File: config.mk
export PLATFORM = sky130hd
export DESIGN_NAME = apb3_value_bank_flat
export DESIGN_NICKNAME = d
export VERILOG_FILES = /design/src/rtl/apb3_value_bank_pkg.sv /design/src/rtl/apb3_value_bank_if.sv /design/src/rtl/apb3_access_ctrl.sv /design/src/rtl/apb3_value_bank.sv /design/src/flat_wrapper.sv
export SDC_FILE = /design/constraint.sdc
export NUM_CORES = 1
export LEC_CHECK = 0
export CAP_MARGIN = 20
export CORE_MARGIN = 1
export CORE_UTILIZATION = 52
export CTS_CLUSTER_SIZE = 30
export DETAILED_ROUTE_END_ITERATION = 6
export MAX_ROUTING_LAYER = met4
export PLACE_DENSITY = 0.78
export SLEW_MARGIN = 20
export SYNTH_ARGS = -nofsm -noshare
export SYNTH_HDL_FRONTEND = slang
export SYNTH_SLANG_ARGS = --single-unit
File: constraint.sdc
create_clock -name clk -period 2.3 [get_ports clk]
set_clock_uncertainty 0.2 [all_clocks]
set_input_delay 0.46 -clock clk [delete_from_list [all_inputs] [get_ports clk]]
set_output_delay 0.46 -clock clk [all_outputs]
set_load 0.005 [all_outputs]
File: src/rtl/apb3_value_bank_pkg.sv
// Shared constants and types for the APB3 value bank: register map, bit positions
// and the APB access state encoding.
package apb3_value_bank_pkg;

   localparam int unsigned OffCtrl   = 'h00;
   localparam int unsigned OffStatus = 'h04;
   localparam int unsigned OffCommit = 'h08;
   localparam int unsigned OffCount  = 'h0C;
   localparam int unsigned OffChBase = 'h10;

   localparam int unsigned CtrlAutoBit  = 0;
   localparam int unsigned CtrlClearBit = 1;

   localparam int unsigned StatBusyBit  = 0;
   localparam int unsigned StatPendBit  = 1;
   localparam int unsigned StatDirtyLsb = 8;

   localparam int unsigned CountW   = 16;
   localparam int unsigned WaitCntW = 2;

   // The setup phase is the StIdle cycle that sees PSEL high with PENABLE low.
   typedef enum logic {
      StIdle,
      StAccess
   } apb_state_e;

   function automatic int unsigned word_of(input int unsigned byte_off);
      return byte_off >> 2;
   endfunction

endpackage

File: src/rtl/apb3_value_bank_if.sv
// APB3 completer-side bus bundle for the value bank.
interface apb3_value_bank_if #(
   parameter int unsigned ADDR_WIDTH = 16,
   parameter int unsigned DATA_WIDTH = 32
);
   logic [ADDR_WIDTH-1:0] PADDR;
   logic                  PSEL;
   logic                  PENABLE;
   logic                  PWRITE;
   logic [DATA_WIDTH-1:0] PWDATA;
   logic [DATA_WIDTH-1:0] PRDATA;
   logic                  PREADY;
   logic                  PSLVERROR;

   modport master (
      output PADDR, PSEL, PENABLE, PWRITE, PWDATA,
      input  PRDATA, PREADY, PSLVERROR
   );

   modport slave (
      input  PADDR, PSEL, PENABLE, PWRITE, PWDATA,
      output PRDATA, PREADY, PSLVERROR
   );
endinterface

File: src/rtl/apb3_access_ctrl.sv
// APB3 access sequencer: tracks setup/access phases, inserts wait states and emits
// single-cycle write/read enables on the completing cycle.
module apb3_access_ctrl
   import apb3_value_bank_pkg::*;
#(
   parameter int unsigned ADDR_WIDTH  = 16,
   parameter int unsigned WAIT_STATES = 0
) (
   input  logic                  clk,
   input  logic                  resetn,
   input  logic                  psel_i,
   input  logic                  penable_i,
   input  logic                  pwrite_i,
   input  logic [ADDR_WIDTH-1:0] paddr_i,
   output logic                  pready_o,
   output logic                  wr_en_o,
   output logic                  rd_en_o,
   output logic [ADDR_WIDTH-3:0] addr_o
);

   apb_state_e            state_q, state_d;
   logic [WaitCntW-1:0]   cnt_q, cnt_d;
   logic                  unused_addr_lsb;

   always_comb begin
      state_d  = state_q;
      cnt_d    = cnt_q;
      pready_o = 1'b0;
      unique case (state_q)
         StIdle: begin
            if (psel_i && !penable_i) begin
               state_d = StAccess;
               cnt_d   = WaitCntW'(WAIT_STATES);
            end
         end
         StAccess: begin
            // A deselect mid-access abandons the transfer without completing it.
            if (!psel_i) begin
               state_d = StIdle;
            end else if (cnt_q != '0) begin
               cnt_d = cnt_q - WaitCntW'(1);
            end else begin
               pready_o = 1'b1;
               state_d  = StIdle;
            end
         end
         default: state_d = StIdle;
      endcase
   end

   always_ff @(posedge clk or negedge resetn) begin
      if (!resetn) begin
         state_q <= StIdle;
         cnt_q   <= '0;
      end else begin
         state_q <= state_d;
         cnt_q   <= cnt_d;
      end
   end

   assign wr_en_o         = psel_i & penable_i & pready_o & pwrite_i;
   assign rd_en_o         = psel_i & penable_i & pready_o & ~pwrite_i;
   assign addr_o          = paddr_i[ADDR_WIDTH-1:2];
   assign unused_addr_lsb = ^paddr_i[1:0];

endmodule

File: src/rtl/apb3_value_bank.sv
// APB3 shadow value bank: CPU loads per-channel shadows, then commits them atomically
// to val_out with a strobe held until the consumer acknowledges.
module apb3_value_bank
   import apb3_value_bank_pkg::*;
#(
   parameter int unsigned ADDR_WIDTH  = 16,
   parameter int unsigned DATA_WIDTH  = 32,
   parameter int unsigned NUM_CH      = 4,
   parameter int unsigned VAL_WIDTH   = 20,
   parameter int unsigned WAIT_STATES = 0
) (
   input  logic                          clk,
   input  logic                          resetn,
   apb3_value_bank_if.slave              apb,
   output logic [NUM_CH*VAL_WIDTH-1:0]   val_out,
   output logic                          val_stb,
   input  logic                          val_ack,
   output logic                          busy
);

   localparam int unsigned WordW  = ADDR_WIDTH - 2;
   localparam int unsigned ChIdxW = (NUM_CH > 1) ? $clog2(NUM_CH) : 1;

   typedef logic [NUM_CH-1:0][VAL_WIDTH-1:0] bank_t;

   logic             pready, wr_en, rd_en;
   logic [WordW-1:0] word, ch_off;
   logic [ChIdxW-1:0] ch_idx;
   logic             hit_ctrl, hit_status, hit_commit, hit_count, hit_ch, acc_err, wr_ok;
   logic [DATA_WIDTH-1:0] rdata;
   logic             unused_wdata;

   logic              auto_q, auto_d;
   bank_t             shadow_q, shadow_d;
   bank_t             val_out_q, val_out_d;
   logic [NUM_CH-1:0] dirty_q, dirty_d;
   logic              pending_q, pending_d;
   logic              busy_q, busy_d;
   logic              val_stb_q, val_stb_d;
   logic [CountW-1:0] count_q, count_d;

   apb3_access_ctrl #(
      .ADDR_WIDTH  (ADDR_WIDTH),
      .WAIT_STATES (WAIT_STATES)
   ) u_access_ctrl (
      .clk       (clk),
      .resetn    (resetn),
      .psel_i    (apb.PSEL),
      .penable_i (apb.PENABLE),
      .pwrite_i  (apb.PWRITE),
      .paddr_i   (apb.PADDR),
      .pready_o  (pready),
      .wr_en_o   (wr_en),
      .rd_en_o   (rd_en),
      .addr_o    (word)
   );

   always_comb begin
      ch_off     = word - WordW'(word_of(OffChBase));
      ch_idx     = ch_off[ChIdxW-1:0];
      hit_ctrl   = (word == WordW'(word_of(OffCtrl)));
      hit_status = (word == WordW'(word_of(OffStatus)));
      hit_commit = (word == WordW'(word_of(OffCommit)));
      hit_count  = (word == WordW'(word_of(OffCount)));
      hit_ch     = (word >= WordW'(word_of(OffChBase))) && (ch_off < WordW'(NUM_CH));
      acc_err    = !(hit_ctrl || hit_status || hit_commit || hit_count || hit_ch)
                   || (apb.PWRITE && (hit_status || hit_count))
                   || (!apb.PWRITE && hit_commit);
      wr_ok      = wr_en && !acc_err;
   end

   always_comb begin
      rdata = '0;
      if (hit_ctrl) begin
         rdata[CtrlAutoBit] = auto_q;
      end else if (hit_status) begin
         rdata[StatBusyBit]              = busy_q;
         rdata[StatPendBit]              = pending_q;
         rdata[StatDirtyLsb +: NUM_CH]   = dirty_q;
      end else if (hit_count) begin
         rdata[CountW-1:0] = count_q;
      end else if (hit_ch) begin
         rdata[VAL_WIDTH-1:0] = shadow_q[ch_idx];
      end
   end

   // Every commit request funnels through pending; it fires on the first non-busy edge.
   always_comb begin
      auto_d    = auto_q;
      shadow_d  = shadow_q;
      dirty_d   = dirty_q;
      pending_d = pending_q;
      busy_d    = busy_q;
      val_stb_d = val_stb_q;
      val_out_d = val_out_q;
      count_d   = count_q;

      if (val_stb_q && val_ack) begin
         val_stb_d = 1'b0;
         busy_d    = 1'b0;
      end

      if (pending_q && !busy_q) begin
         val_out_d = shadow_q;
         dirty_d   = '0;
         count_d   = count_q + CountW'(1);
         val_stb_d = 1'b1;
         busy_d    = 1'b1;
         pending_d = 1'b0;
      end

      if (wr_ok) begin
         if (hit_ctrl) begin
            auto_d = apb.PWDATA[CtrlAutoBit];
            if (apb.PWDATA[CtrlClearBit]) begin
               shadow_d  = '0;
               dirty_d   = '0;
               pending_d = 1'b0;
            end
         end
         if (hit_commit) begin
            pending_d = 1'b1;
         end
         if (hit_ch) begin
            shadow_d[ch_idx] = apb.PWDATA[VAL_WIDTH-1:0];
            dirty_d[ch_idx]  = 1'b1;
            if (auto_q) begin
               pending_d = 1'b1;
            end
         end
      end
   end

   always_ff @(posedge clk or negedge resetn) begin
      if (!resetn) begin
         auto_q    <= 1'b0;
         shadow_q  <= '0;
         dirty_q   <= '0;
         pending_q <= 1'b0;
         busy_q    <= 1'b0;
         val_stb_q <= 1'b0;
         val_out_q <= '0;
         count_q   <= '0;
      end else begin
         auto_q    <= auto_d;
         shadow_q  <= shadow_d;
         dirty_q   <= dirty_d;
         pending_q <= pending_d;
         busy_q    <= busy_d;
         val_stb_q <= val_stb_d;
         val_out_q <= val_out_d;
         count_q   <= count_d;
      end
   end

   assign apb.PREADY    = pready;
   assign apb.PSLVERROR = pready & acc_err;
   assign apb.PRDATA    = (rd_en && !acc_err) ? rdata : '0;
   assign val_out       = val_out_q;
   assign val_stb       = val_stb_q;
   assign busy          = busy_q;
   assign unused_wdata  = ^apb.PWDATA;

endmodule

File: src/flat_wrapper.sv
// flat-port wrapper written by rule: the top's interface ports become plain ports
module apb3_value_bank_flat import apb3_value_bank_pkg::*;
#(
   parameter int unsigned ADDR_WIDTH  = 16,
   parameter int unsigned DATA_WIDTH  = 32,
   parameter int unsigned NUM_CH      = 4,
   parameter int unsigned VAL_WIDTH   = 20,
   parameter int unsigned WAIT_STATES = 0
)
  (clk, resetn, val_out, val_stb, val_ack, busy, apb_PADDR, apb_PSEL, apb_PENABLE, apb_PWRITE, apb_PWDATA, apb_PRDATA, apb_PREADY, apb_PSLVERROR);
  apb3_value_bank_if #(.ADDR_WIDTH(ADDR_WIDTH), .DATA_WIDTH(DATA_WIDTH)) apb_i ();
  input  logic clk;
  input  logic resetn;
  output logic [NUM_CH*VAL_WIDTH-1:0] val_out;
  output logic val_stb;
  input  logic val_ack;
  output logic busy;
  input wire logic [$bits(apb_i.PADDR)-1:0] apb_PADDR;
  input wire logic [$bits(apb_i.PSEL)-1:0] apb_PSEL;
  input wire logic [$bits(apb_i.PENABLE)-1:0] apb_PENABLE;
  input wire logic [$bits(apb_i.PWRITE)-1:0] apb_PWRITE;
  input wire logic [$bits(apb_i.PWDATA)-1:0] apb_PWDATA;
  output wire logic [$bits(apb_i.PRDATA)-1:0] apb_PRDATA;
  output wire logic [$bits(apb_i.PREADY)-1:0] apb_PREADY;
  output wire logic [$bits(apb_i.PSLVERROR)-1:0] apb_PSLVERROR;
  assign apb_i.PADDR = apb_PADDR;
  assign apb_i.PSEL = apb_PSEL;
  assign apb_i.PENABLE = apb_PENABLE;
  assign apb_i.PWRITE = apb_PWRITE;
  assign apb_i.PWDATA = apb_PWDATA;
  assign apb_PRDATA = apb_i.PRDATA;
  assign apb_PREADY = apb_i.PREADY;
  assign apb_PSLVERROR = apb_i.PSLVERROR;
  apb3_value_bank #(.ADDR_WIDTH(ADDR_WIDTH), .DATA_WIDTH(DATA_WIDTH), .NUM_CH(NUM_CH), .VAL_WIDTH(VAL_WIDTH), .WAIT_STATES(WAIT_STATES)) u_core (.clk(clk), .resetn(resetn), .apb(apb_i), .val_out(val_out), .val_stb(val_stb), .val_ack(val_ack), .busy(busy));
endmodule
==> Yosys cells after proc, flatten, opt, wreduce, memory -nomap -nowiden <==
Index checks and enable logic that the tools add are counted.
{ "classes": {"addsub": 3, "n_mul": 0, "n_div": 0, "n_lt_le_gt_ge": 4, "n_eq_ne": 6, "n_shift": 0, "mux": 47, "n_bitwise": 8, "n_reduce_logical": 26} }
{ "ops": {"columns": ["operator", "count"], "rows": [
  ["$mux W80", 4],
  ["$bwmux W80", 1],
  ["$mux W20", 4],
  ["$bmux W20 S2", 1],
  ["$demux W20 S2", 1],
  ["$mux W4", 8],
  ["$eq A14 B2 Y1 const B", 2],
  ["$mux W19", 1],
  ["$mux W1", 17],
  ["$add A16 B1 Y16 const B", 1],
  ["$mux W16", 1],
  ["$eq A14 B1 Y1 const B", 1],
  ["$ge A14 B3 Y1 const B", 1],
  ["$logic_not A14 Y1", 1],
  ["$lt A14 B3 Y1 const B", 1],
  ["$sub A14 B3 Y14 const B", 1],
  ["$logic_and A1 B1 Y1", 9],
  ["$mux W2", 4],
  ["$mux W8", 1],
  ["$logic_or A1 B1 Y1", 7],
  ["$mux W6", 1],
  ["$and A1 B1 Y1", 5],
  ["$logic_not A1 Y1", 5],
  ["$ne A2 B2 Y1 const B", 2],
  ["other kinds (12)", 14]
]} }
{ "word_totals": {"reg_bits": 186, "latch_bits": 0, "ramBits": 0, "romBits": 0, "input_bits": 54, "memories": 0} }

==> Logic depth before layout (Yosys ltp) <==
Gate-level depths: netlist of the first run.
{ "depth": {"word_depth": 14, "mapped_depth": 8, "depth_no_buf": 7} }

==> Modules after synthesis <==
A second synthesis of the first run with hierarchy kept.
{ "unflattened": {"hier_cells": 876, "hier_area_um2": 8714.6} }
{ "by_module_without_submodules": {"columns": ["mod", "n_inst", "cells_per_inst", "area_per_inst_um2", "seq_area_each_um2"], "rows": [
  ["apb3_value_bank", 1, 842, 8423.1, 4579.4],
  ["apb3_access_ctrl", 1, 34, 291.5, 75.1]
]} }

==> Worst setup path before layout of the first run <==
No wires, ideal clock.
{ "synth_timing": {"path_kind": "in2out", "start": "input port apb_PADDR[2]", "end": "output port apb_PRDATA[10]", "arrival_ns": 1.549, "required_time_ns": 1.640, "path_slack_ns": 0.091, "path_stages": 5, "path_buffers": 2, "cell_sequence": "buf_6 buf_2 mux4_2 a22oi_1 nor2_1"} }
{ "synth_via": {"elab_chain_len": 11, "elab_cells_between_ends": 27, "cone_classes": "1 x add/sub; 2 x order compare; 3 x eq/ne; 7 x mux; 14 x reduce/logical"} }
{ "synth_lines": {"columns": ["element", "line", "rtl"], "rows": [
  ["from (decl)", "flat_wrapper.sv:18", "input wire logic [$bits(apb_i.PADDR)-1:0] apb_PADDR;"],
  ["parallel branches: the longest is 10 deep, another holds $sub A14 B3 Y14", null, null],
  ["$mux W20 *", "apb3_value_bank.sv:158", "assign apb.PRDATA = (rd_en && !acc_err) ? rdata : '0;"],
  ["to (decl)", "flat_wrapper.sv:23", "output wire logic [$bits(apb_i.PRDATA)-1:0] apb_PRDATA;"]
]} }
Every way passes the cells marked *. The select of a mux whose other input is x is not followed.

==> Worst setup path in the final report of the first run <==
{ "layout_timing": {"start": "register u_core.u_access_ctrl.cnt_q[0]", "end": "output port apb_PRDATA[1]"} }
{ "layout_via": {"elab_chain_len": 8} }
{ "layout_lines": {"columns": ["element", "line", "rtl"], "rows": [
  ["from (decl)", "apb3_access_ctrl.sv:22", "logic [WaitCntW-1:0] cnt_q, cnt_d;"],
  ["from (signal assigned)", "apb3_access_ctrl.sv:57", "cnt_q <= cnt_d;"],
  ["$reduce_bool A2 Y1", "apb3_access_ctrl.sv:40", "end else if (cnt_q != '0) begin"],
  ["$mux W1", "apb3_access_ctrl.sv:40", null],
  ["$mux W1", "apb3_access_ctrl.sv:38", "if (!psel_i) begin"],
  ["$mux W1", "apb3_access_ctrl.sv:29", "unique case (state_q)"],
  ["$and A1 B1 Y1 (2 in a row)", "apb3_access_ctrl.sv:62", "assign rd_en_o = psel_i & penable_i & pready_o & ~pwrite_i;"],
  ["$logic_and A1 B1 Y1", "apb3_value_bank.sv:158", null],
  ["$mux W20", "apb3_value_bank.sv:158", null]
]} }
Every way passes these cells.

==> impl_metrics.toml, run 1 <==
[power]
powerDensity_mw_per_mm2 = 605.0
vdd_ir_drop_max_v = 0.0005510
leakagePower_nw = 5.654
p_total_mw = 6.903

[logic_synthesis]
synth_top_area_frac = 0.5627
yosys.cell_types.count = 41
synthTopCellsByArea = "dfrtp_1, nand2_1, a22o_1"
synth.cell_area_mm2 = 0.008272
synth_area_leader_cell = "dfrtp_1"
ys_warn_count = 0
synth_seq_cells = 186
ys.flop_type = "dfrtp_1"
async_flop_share = 1.000
synth_area_per_cell_um2 = 10.35
synthCells = 799
seq_area_frac_synth = 0.5627
synth_edf_count = 0

[run_status]
violations = "negative setup slack"
status = "finished with violations"

[routing]
drc = 0
via_count = 6896
ant_nets = 0
first_pass_iters = 7
wirelength_um = 23060
post_drt_wl_per_cell_um = 18.63
vias_per_cell = 5.570
detail_route.iter0.violations = 553

[sta]
rsz0062_at_grt = "yes"
setup_tns_ns = -3.201
clock.fmax_mhz = 403.5
slew_viol_final = 0
hold_viol_final = 0
finalCritPeriodShare = 1.078
slew_headroom = 0.6037
finalSetupViolCount = 22
max_slew.worst_pin.slew_ns = 0.5945
hold_slack_ns = 0.2727
worst_slack_ns = -0.1785
period_minus_slack_ns = 2.479

[layout]
seq_area_mm2 = 0.004654
instances_no_fill = 1238
final_common_cell = "nand2_1"
fill_cells = 1039
final_cell_mix = "nand2_1, dfrtp_1, clkdlybuf4s50_1, buf_4, a22o_1"
nNetsFinal = 1070
antennaDiodeCount = 0
syn2layout_area_growth_pct = 37.94
multiInputGateArea_mm2 = 0.003392
final_core_util = 0.7423
drive_gt1_frac = 0.2347

[setup_path]
slowest_delay_ns = 0.40
crit_required_ns = 1.64
cp-end-kind = "primary output"
slowest_stage = "dfrtp_1"
critPathBufInv = 3
cp.arrival_ns = 1.82
crit_fanout = 8
setup.worst_path.start_class = "flop"
worstPathCellList = "inv_2 > ha_4 > nand3_4 > nor3_4 > nand2_4 > buf_12 > nor2_2 > buf_2"
cpLargestDelayFamily = "simple AND/OR/NAND/NOR gates"
criticalPathCategory = "flop to primary output"

[clocking]
clockBufferDepth = 2
clock-sinks = 186
tritoncts = "yes"
cts-root-buf = "clkbuf_16"
cts_made_buffers = 17
clock_latency_ns = 0.43
path_clk_slew_ns = 0.07
cts-htree-levels = 4

[grt]
overflow = 0
antenna_found_initial = 0
grt_pass1_wl_um = 36810
first_global_vias = 6977
gr-usage-all-layers = 0.3065
grt_max_degree = 70

[floorplanning]
io_pins = 170
fp.dieH_um = 128.1
core_area_mm2 = 0.01537
rows = 45
initial_utilization = 0.5381
die_area_mm2 = 0.01642
dieWidth_um = 128.1

[placement]
port_buffers = 143
post-place-cells = 1194
place_hpwl_um = 15290
routabilityCongestion = 0.8469

[hold_path]
hp-class = "flop to flop"

[job]
maxCapViolations = 0
metal layers:
metal	GRT usage	wire [µm]	share of wire
met5	-	0	0
met4	0.1080	473	0.021
met3	0.05634	1599	0.069
met2	0.4792	11110	0.48
met1	0.4046	9877	0.43
layout make-up:
cell class / instances / area share
repair buffers: 249 / 0.2052
clock buffers: 20 / 0.04003
multi-input cells: 536 / 0.2973
clock inverters: 12 / 0.01831
flip-flops and latches: 186 / 0.4079
well taps: 211 / 0.02314
inverters: 24 / 0.008115
final timing paths:
| kind | slack, ns | end | cells past startpoint | start |
|---|---|---|---|---|
| min reg2reg | 0.27 | u_core.val_out[2] | 2 | u_core.val_out[2] |
| max | -0.18 | apb_PRDATA[1] | 8 | u_core.u_access_ctrl.cnt_q[0] |
| min in group asynchronous | 0.38 | u_core.shadow_q[76] | 2 | resetn |
| max in group asynchronous | 0.84 | u_core.count_q[5] | 3 | resetn |
| min | 0.27 | u_core.val_out[2] | 2 | u_core.val_out[2] |
| max reg2reg | 0.10 | u_core.shadow_q[46] | 11 | u_core.u_access_ctrl.cnt_q[0] |
cell usage after synthesis, types with 2 or more instances:
library cell / instances
nand3b_1: 12
a22oi_1: 5
o2bb2ai_1: 2
nand2b_1: 3
nand3_1: 12
nand4_1: 4
o21ai_0: 35
buf_2: 13
a31o_2: 4
and4_1: 4
mux2_2: 6
ha_1: 2
clkbuf_1: 27
and2_1: 2
a22o_1: 60
nand2_1: 270
nor4_4: 2
and3_1: 5
mux4_2: 20
dfrtp_1: 186
xnor2_1: 11
nor3_1: 5
buf_4: 15
xor2_1: 4
nor2_1: 13
o31ai_1: 3
buf_6: 8
a21oi_1: 13
nor2b_1: 7
o21ai_1: 10
inv_1: 24
nand3_2: 3
registers in the layout, summed over array words and instances, names as in the netlist:
signal,count
u_core.pending_q,1
u_core.dirty_q,4
u_core.count_q,16
u_core.shadow_q,80
u_core.val_out,80
u_core.auto_q,1
u_core.busy,1
u_core.u_access_ctrl.cnt_q,2
u_core.u_access_ctrl.state_q,1
logic make-up (layout without fill, tap and decap cells):
family | Yosys count | after routing | share of synthesized area
simple gates | 347 | 347 | 0.1850
flops | 186 | 186 | 0.5627
compound gates | 134 | 134 | 0.1144
buf+inv | 88 | 305 | 0.05597
mux | 26 | 26 | 0.06262
xor+xnor | 15 | 15 | 0.01588
fa+ha+maj | 2 | 2 | 0.003025
other cells | 1 | 12 | 0.0004534
metrics by stage:
stage	setup WS [ns]	instance area, µm²
finish	-0.1785	11410
detailed placement	-0.7182	10520
global placement	-0.6826	10520
CTS	-0.2293	11290
floorplan	0.09088	8313
global route	-0.2690	11410
repair_timing:
action	4_1_cts	5_1_grt
setup endpoints to repair	22	48
endpoints found under the hold margin	52	0
buffers inserted	4	6
pin swaps	13	9
hold buffers	1	0
resized for setup	127	39
cloned	2	0
tightest hold or removal path: cells and delay by family, from the launching register on:
kind	cells	cell delay (ns)
flops	1	0.34
simple gates	2	0.10
power by group:
group	switching (mW)	internal, mW
sequential	0.00180	3.27
clock	1.27	2.01
combinational	0.199	0.159
total	1.47	5.43
Note: power is estimated with default switching activity, not from simulation.
==> inputs of run 2 (changes only) <==
--- a/config.mk
+++ b/config.mk
@@ -12,7 +12,7 @@
 export DETAILED_ROUTE_END_ITERATION = 6
 export MAX_ROUTING_LAYER = met4
 export PLACE_DENSITY = 0.78
-export SLEW_MARGIN = 20
+export SKIP_LAST_GASP = 1
 export SYNTH_ARGS = -nofsm -noshare
 export SYNTH_HDL_FRONTEND = slang
 export SYNTH_SLANG_ARGS = --single-unit
==> run 2 against run 1 <==
Via count decreased by 0.20%. Clock-buffer cell count unchanged. The run still ends with negative setup slack left. Worst hold slack gained 0.0010 ns. Non-clock buffer count did not move. Critical path type unchanged. Highest routed layer unchanged. Flip-flop and latch count did not move. Combinational power about the same. Die area unchanged. Worst setup slack got worse by 0.0075 ns.
==> impl_metrics.toml, run 2 (same netlist as run 1, synthesis figures left out) <==
[floorplanning]
die_area_mm2 = 0.01642
fp.dieH_um = 128.1
core_area_mm2 = 0.01537
io_pins = 170
rows = 45
dieWidth_um = 128.1
initial_utilization = 0.5381

[hold_path]
hp-class = "flop to flop"
hold_depth = 2
min_to = "u_core.val_out[26]"
min-delay-start = "u_core.val_out[26]"

[sta]
hold_viol_final = 0
slew_headroom = 0.6096
setup_tns_ns = -3.245
slew_viol_final = 0
finalCritPeriodShare = 1.081
finalSetupViolCount = 22
hold_slack_ns = 0.2737
rsz0062_at_grt = "yes"
period_minus_slack_ns = 2.486
clock.fmax_mhz = 402.3
max_slew.worst_pin.slew_ns = 0.5857
worst_slack_ns = -0.1860

[grt]
grt_pass1_wl_um = 36810
antenna_found_initial = 0
gr-usage-all-layers = 0.3065
overflow = 0
first_global_vias = 6977
grt_max_degree = 70

[run_status]
status = "finished with violations"
violations = "negative setup slack"

[clocking]
path_clk_slew_ns = 0.07
cts-htree-levels = 4
clock_latency_ns = 0.43
clockBufferDepth = 2
clock-sinks = 186
tritoncts = "yes"
cts-root-buf = "clkbuf_16"
cts_made_buffers = 17

[power]
netSwitchingPower_mw = 1.467
powerDensity_mw_per_mm2 = 605.4
p_comb_frac = 0.052
leakagePower_nw = 5.653
p_clk_frac = 0.474
p_int_mw = 5.435
power_switching_share = 0.2126
p_total_mw = 6.902
vdd_ir_drop_max_v = 0.0005539
pwr-share-seq = 0.474

[layout]
final_cell_mix = "nand2_1, dfrtp_1, clkdlybuf4s50_1, buf_4, a22o_1"
syn2layout_area_growth_pct = 37.82
fill_cells = 1039
design_area_mm2 = 0.01140
antennaDiodeCount = 0
drive_gt1_frac = 0.2327
final_common_cell = "nand2_1"
final_core_util = 0.7416
nNetsFinal = 1070

[routing]
via_count = 6882
detail_route.iter0.violations = 556
post_drt_wl_per_cell_um = 18.66
wirelength_um = 23100
ant_nets = 0
first_pass_iters = 5
drc = 0
vias_per_cell = 5.559

[setup_path]
crit_fanout = 8
r2r_setup_slack_ns = 0.03
crit_required_ns = 1.64
cp.arrival_ns = 1.83
setup.worst_path.start_class = "flop"
criticalPathCategory = "flop to primary output"
rr_endpoint = "u_core.shadow_q[1]"
cp-end-kind = "primary output"
r2r_cells = 12
rr_startpoint = "u_core.u_access_ctrl.cnt_q[0]"

[placement]
dpl_cell_area_mm2 = 0.01052
port_buffers = 143
place_hpwl_um = 15290
routabilityCongestion = 0.8469

[job]
maxCapViolations = 0
-- run 2: cell count changes in the layout (fill, tap and decap cells not counted) --
cell,before,now
nand3_2,5,4
nand3_1,9,10
o21ai_1,13,12
o31ai_2,1,0
o21ai_0,32,33
o31ai_1,2,3
-- run 2: worst max-delay path, stage by stage (launching register included) --
cell and delay [ns]:
dfrtp_1 0.40, inv_2 0.07, ha_4 0.14, nand3_4 0.08
nor3_4 0.20, nand2_4 0.12, buf_12 0.16, nor2_2 0.10
buf_2 0.12
-- run 2: power by group through the flow --
stage / Clock, mW / Sequential (mW) / Combinational (mW)
2_1_floorplan: 0 / 3.34 / 0.104
3_3_place_gp: 0 / 3.33 / 0.331
3_5_place_dp: 0 / 3.33 / 0.334
4_1_cts: 3.30 / 3.27 / 0.348
5_1_grt: 3.44 / 3.27 / 0.389
6_report: 3.27 / 3.27 / 0.357
-- run 2: stage by stage --
step | cells | setup slack (ns)
after floorplan | 810 | 0.09088
after global placement | 1194 | -0.6826
after detailed placement | 1194 | -0.7182
after CTS | 1233 | -0.2293
after global routing | 1238 | -0.2690
final | 1238 | -0.1860
-- run 2: what timing repair did --
action | in CTS | in global routing
gates cloned | 2 | 0
setup buffers | 4 | 6
hold buffers | 1 | 0
pin swaps | 13 | 9
resized for setup | 127 | 36
hold endpoints to repair | 52 | 0
endpoints found under the setup margin | 22 | 48
-- run 2: worst max path at each step --
stage	from	end	slack [ns]	cells past startpoint
floorplan	apb_PADDR[2]	apb_PRDATA[10]	0.09	5
global placement	apb_PADDR[8]	apb_PRDATA[6]	-0.68	7
detailed placement	apb_PADDR[8]	apb_PRDATA[12]	-0.72	7
CTS	u_core.u_access_ctrl.cnt_q[1]	apb_PRDATA[13]	-0.23	8
global route	u_core.u_access_ctrl.cnt_q[0]	apb_PRDATA[1]	-0.27	8
finish	u_core.u_access_ctrl.cnt_q[0]	apb_PRDATA[1]	-0.19	8
-- run 2: per-layer routing --
layer,global-route usage,vias up,share of wire,routed length (µm)
li1,-,3112,-,-
met1,0.4046,3464,0.43,9905
met2,0.4792,269,0.48,11120
met3,0.05634,37,0.068,1567
met4,0.1080,0,0.022,498
met5,-,-,0,0
-- run 2: final cells by class --
type	instances	area, µm²	share of cell area
Clock buffer	20	456.7	0.04006
Clock inverter	12	209.0	0.01833
Inverter	24	92.59	0.008122
Multi-Input combinational cell	536	3382	0.2967
Sequential cell	186	4654	0.4083
Tap cell	211	264.0	0.02316
Timing Repair Buffer	249	2341	0.2054
